File: config.mk
export PLATFORM = sky130hd
export DESIGN_NAME = mio_wait_ctrl
export DESIGN_NICKNAME = d
export VERILOG_FILES = /design/src/rtl/mio_wait_ctrl_pkg.sv /design/src/rtl/mio_region_dec.sv /design/src/rtl/mio_wait_ctrl.sv
export SDC_FILE = /design/constraint.sdc
export NUM_CORES = 1
export LEC_CHECK = 0
export ABC_AREA = 1
export BUFFER_PORTS_ARGS = -buffer_cell sky130_fd_sc_hd__buf_2
export CAP_MARGIN = 20
export CORE_MARGIN = 1
export CORE_UTILIZATION = 39
export CTS_CLUSTER_SIZE = 16
export DETAILED_ROUTE_END_ITERATION = 6
export HOLD_SLACK_MARGIN = 0.12
export PLACE_DENSITY = 0.68
export REMOVE_ABC_BUFFERS = 1
export SYNTH_ARGS = -nofsm -noshare
export SYNTH_HDL_FRONTEND = slang
export SYNTH_SLANG_ARGS = --single-unit
File: constraint.sdc
create_clock -name clk -period 5.7 [get_ports clk]
set_input_delay 1.14 -clock clk [delete_from_list [all_inputs] [get_ports clk]]
set_output_delay 1.14 -clock clk [all_outputs]
set_load 0.01 [all_outputs]
File: src/rtl/mio_wait_ctrl_pkg.sv
// mio_wait_ctrl_pkg: region codes, base nibbles and FSM states shared by the MIO sequencer
package mio_wait_ctrl_pkg;
    localparam logic [1:0] REG_RAM   = 2'd0;
    localparam logic [1:0] REG_IO    = 2'd1;
    localparam logic [1:0] REG_UNMAP = 2'd2;
    localparam logic [3:0] RAM_NIB    = 4'h0;
    localparam logic [3:0] IO_NIB_LO  = 4'hE;
    localparam logic [3:0] IO_NIB_HI  = 4'hF;
    typedef enum logic [1:0] {S_IDLE, S_RAM_ACC, S_IO_ACC, S_RESP} state_e;
endpackage

File: src/rtl/mio_region_dec.sv
// mio_region_dec: maps the top address nibble to a RAM / IO / unmapped region code
module mio_region_dec
    import mio_wait_ctrl_pkg::*;
(
    input  logic [3:0] nib_i,
    output logic [1:0] region_o
);
    assign region_o = (nib_i == RAM_NIB) ? REG_RAM :
                      (nib_i == IO_NIB_LO || nib_i == IO_NIB_HI) ? REG_IO : REG_UNMAP;
endmodule

File: src/rtl/mio_wait_ctrl.sv
// mio_wait_ctrl: CPU bus sequencer inserting RAM/IO wait states and a one-cycle ready pulse
module mio_wait_ctrl
    import mio_wait_ctrl_pkg::*;
#(
    parameter int RAM_LAT = 2,
    parameter int RAM_AW  = 10,
    parameter int IO_LAT  = 1
) (
    input  logic              clk,
    input  logic              rst,
    input  logic              cpu_mio,
    input  logic              mem_w,
    input  logic [31:0]       addr_bus,
    input  logic [31:0]       cpu_data2bus,
    output logic              mio_ready,
    output logic [31:0]       cpu_data4bus,
    output logic [RAM_AW-1:0] ram_addr,
    output logic              ram_we,
    output logic [31:0]       ram_data_in,
    input  logic [31:0]       ram_data_out,
    output logic [31:0]       io_addr,
    output logic              io_we,
    output logic [31:0]       io_data_out,
    input  logic [31:0]       io_data_in,
    output logic              bus_err,
    output logic [31:0]       wait_cnt
);
    localparam logic [2:0] RAM_LAST = 3'(RAM_LAT - 1);
    localparam logic [2:0] IO_LAST  = 3'(IO_LAT - 1);
    state_e      state_q, state_d;
    logic [1:0]  region;
    logic [31:0] addr_q, addr_d, wdata_q, wdata_d, rdata_q, rdata_d, wait_q, wait_d;
    logic        we_q, we_d, first_q, first_d, err_q, err_d;
    logic [2:0]  lat_q, lat_d;

    mio_region_dec u_dec (
        .nib_i    (addr_bus[31:28]),
        .region_o (region)
    );

    always_ff @(posedge clk or posedge rst) begin
        if (rst) begin
            state_q <= S_IDLE;
            addr_q  <= '0;
            wdata_q <= '0;
            rdata_q <= '0;
            wait_q  <= '0;
            we_q    <= 1'b0;
            first_q <= 1'b0;
            err_q   <= 1'b0;
            lat_q   <= '0;
        end else begin
            state_q <= state_d;
            addr_q  <= addr_d;
            wdata_q <= wdata_d;
            rdata_q <= rdata_d;
            wait_q  <= wait_d;
            we_q    <= we_d;
            first_q <= first_d;
            err_q   <= err_d;
            lat_q   <= lat_d;
        end
    end

    // lat_q counts down to 0; the access state ends (and reads capture) when it reaches 0
    always_comb begin
        state_d = state_q;
        addr_d  = addr_q;
        wdata_d = wdata_q;
        rdata_d = rdata_q;
        wait_d  = wait_q;
        we_d    = we_q;
        first_d = 1'b0;
        err_d   = err_q;
        lat_d   = lat_q;
        case (state_q)
            S_IDLE: if (cpu_mio) begin
                addr_d  = addr_bus;
                wdata_d = cpu_data2bus;
                we_d    = mem_w;
                first_d = 1'b1;
                lat_d   = mem_w ? 3'd0 : (region == REG_RAM) ? RAM_LAST : IO_LAST;
                state_d = (region == REG_RAM) ? S_RAM_ACC : (region == REG_IO) ? S_IO_ACC : S_RESP;
                if (region == REG_UNMAP) begin
                    err_d   = 1'b1;
                    rdata_d = mem_w ? rdata_q : '0;
                end
            end
            S_RAM_ACC, S_IO_ACC: begin
                wait_d = (!first_q && wait_q != '1) ? wait_q + 32'd1 : wait_q;
                if (lat_q == 3'd0) begin
                    state_d = S_RESP;
                    rdata_d = we_q ? rdata_q : (state_q == S_RAM_ACC) ? ram_data_out : io_data_in;
                end else begin
                    lat_d = lat_q - 3'd1;
                end
            end
            default: state_d = S_IDLE;
        endcase
    end

    assign mio_ready    = state_q == S_RESP;
    assign ram_we       = state_q == S_RAM_ACC && we_q;
    assign io_we        = state_q == S_IO_ACC && we_q;
    assign ram_addr     = addr_q[RAM_AW+1:2];
    assign ram_data_in  = wdata_q;
    assign io_addr      = addr_q;
    assign io_data_out  = wdata_q;
    assign cpu_data4bus = rdata_q;
    assign bus_err      = err_q;
    assign wait_cnt     = wait_q;
endmodule

==> flow_summary.ini <==
[cells_and_area]
final_util = 0.519
antenna-diode-count = 0
post_route_cells_drive_above_1_share = 0.298
final_net_count = 1336
areaGrowthSynthToFinish_pct = 28.9
final_cell_count_no_fill = 1435
filler_cell_count = 1727

[sta]
layout_min_cycle_time_ns = 2.98
final.period_utilization = 0.523
final.setup.worst_slack_ns = 2.72
fmax_mhz = 336
unrepaired_setup_endpoints_after_global_routing = false
slew_viol_final = 0
setup_violating_endpoint_count_in_the_final_report = 0
fin_tns_setup_ns = 0
timing.slew.headroom = 0.305
hold_violations = 0
tightest_slew_ns = 1.04
clock_skew_ns = 0.00863

[critical_path]
worstPathMaxFanout = 24
worst_ep_arrival_time_ns = 1.84
path_class = reg2out
critical_path.startpoint_type = register
worstSetupEndpointType = output pin
required_ns = 4.56

[route]
dr_total_vias = 6760
drtPass1Iterations = 5
wl_per_cell_um = 14.2
routed_wirelength_um = 20300
detail_route.vias_per_cell = 4.71
detail-route-antenna-nets = 0
drtIter0Drc = 371
drcViolationCount = 0

[placement]
placement.setup.worst_slack_ns = 2.40
numPortBuffers = 305
gpl.final_weighted_congestion = 0.835
post-dp-hpwl_um = 14600
post-place-cells = 1401

[pwr]
power_density_nw_per_um2 = 542
ir_worst_vdd_mv = 0.310
p_leak_uw = 0.00518

[global_route]
grt_first_pass_wirelength_um = 32100
antenna_found_initial = 1
grt_usage = 0.223
grt_start_max_net_pins = 102
grt_overflow_total = 0
grt_pass1_vias = 6535

[clock_tree]
path_clk_slew_ns = 0.06
htree_num_levels = 4
ctsResizeCount = 0
cts.sink_count = 136
tritoncts_clock_tree = done
clkLatencyLatePin_ns = 0.43
ctsLongestPathBuffers = 2
cts-root-buf = sky130_fd_sc_hd__clkbuf_16
cts_inserted_buffers = 17
setup_repair_bufs_after_cts = 0
hold_buffer_count_at_cts = 0

[floorplanning]
starting_utilization_of_the_core_area = 0.402
die_width_um = 136
die-height_um = 136
total_core_area_um2 = 17500
i_o_pins = 306
placement_rows = 48
floorplan.die_area_um2 = 18600

[synth]
post-synth-top-area-cell = sky130_fd_sc_hd__dfrtp_1
share_of_async_settable_or_async_resettable_flops_after_synthesis = 1.00
syn-instance-count = 950
synthMostInstantiatedCell = sky130_fd_sc_hd__nand2_1
synth_top_area_frac = 0.484
synth.area.top_cells = sky130_fd_sc_hd__dfrtp_1, sky130_fd_sc_hd__nand2_1, sky130_fd_sc_hd__buf_4
yosys.cell_types.count = 32
ys_warn_count = 0
postSynthRegisterBits = 136
synth.cell_area_um2 = 7030
synth_enable_flop_cells = 0
ys_seq_area_frac = 0.484
synth_top_cells_by_count = sky130_fd_sc_hd__nand2_1, sky130_fd_sc_hd__dfrtp_1, sky130_fd_sc_hd__nor2_1
postSynthAreaPerCell_um2 = 7.40
postSynth.topFlopCell = sky130_fd_sc_hd__dfrtp_1

[run_status]
status = complete, no violations

[flow_run]
drv_cap = 0

[hold_path]
worst_min_delay_path_category = reg2reg
metrics by stage:
stage          hold slack, ns  total power (uW)  instance area [um2]
2_1_floorplan           0.452              2770                 6530
3_3_place_gp            0.451              3650                 8380
3_5_place_dp            0.454              3690                 8380
4_1_cts                 0.469              4920                 9020
5_1_grt                 0.487              5290                 9070
6_report                0.466              4910                 9070
area by class of cell:
cell class              instances  area, um2  area share
clock inverters                15        215      0.0237
repair buffers                311       1600       0.176
inverters                      33        129      0.0142
well taps                     225        282      0.0311
multi-input cells             698       3010       0.332
clock buffers                  17        425      0.0469
flip-flops and latches        136       3400       0.375
logic make-up after synthesis:
group | Yosys count | share of synthesized area
AND/OR/NAND/NOR | 623 | 0.356
adder cells (fa/ha/maj) | 7 | 0.0125
flip-flops | 136 | 0.484
buffers and inverters | 116 | 0.0889
AO/OA/AOI/OAI | 52 | 0.0391
XOR/XNOR | 16 | 0.0199
path summary, 6_finish.rpt:
check	endpoint	cells after the start	startpoint	slack [ns]
max	ram_we	6	state_q[1]	2.72
min	cpu_data4bus[30]	2	cpu_data4bus[30]	0.47
max reg2reg	cpu_data4bus[7]	10	state_q[0]	2.79
min reg2reg	cpu_data4bus[30]	2	cpu_data4bus[30]	0.47
max in group asynchronous	cpu_data4bus[28]	3	rst	3.70
min in group asynchronous	wait_cnt[15]	2	rst	0.91
worst max-delay path: stages, from the launching register on:
cell                      delay (ns)
sky130_fd_sc_hd__dfrtp_1        0.40
sky130_fd_sc_hd__inv_1          0.10
sky130_fd_sc_hd__ha_1           0.44
sky130_fd_sc_hd__buf_8          0.24
sky130_fd_sc_hd__nand2_1        0.07
sky130_fd_sc_hd__inv_1          0.05
sky130_fd_sc_hd__buf_2          0.12
placed cells by master, fill, tap and decap left out, drive strengths merged:
master    count
o21ai        10
or2           2
ha            7
nand2       501
o31ai         2
o21bai        1
inv          39
clkbuf       17
o22ai         3
bufinv        4
nor3          2
nand3b       10
xnor2         5
clkinv        2
buf         311
nor2         55
dfrtp       136
nand3        44
clkinvlp      3
nand4         9
xor2         11
a21oi        36
registers in the layout, summed over array words and instances (netlist names):
register	flops
wait_cnt	32
io_data_out	32
cpu_data4bus	32
first_q	1
state_q	2
bus_err	1
we_q	1
lat_q	3
io_addr	32
layer usage:
layer,vias to the layer above,part of all wire,GRT usage
met5,-,0,0
met4,0,0.029,0.0938
met3,41,0.072,0.0623
met2,248,0.48,0.365
met1,3065,0.42,0.274
li1,3406,-,-
power by group:
group | switching (uW) | internal, uW | leakage (uW)
registers | 245 | 1300 | 0.00176
clock network | 464 | 743 | 0.000303
logic | 1400 | 756 | 0.00312
Power figures use the tool's default switching activity.
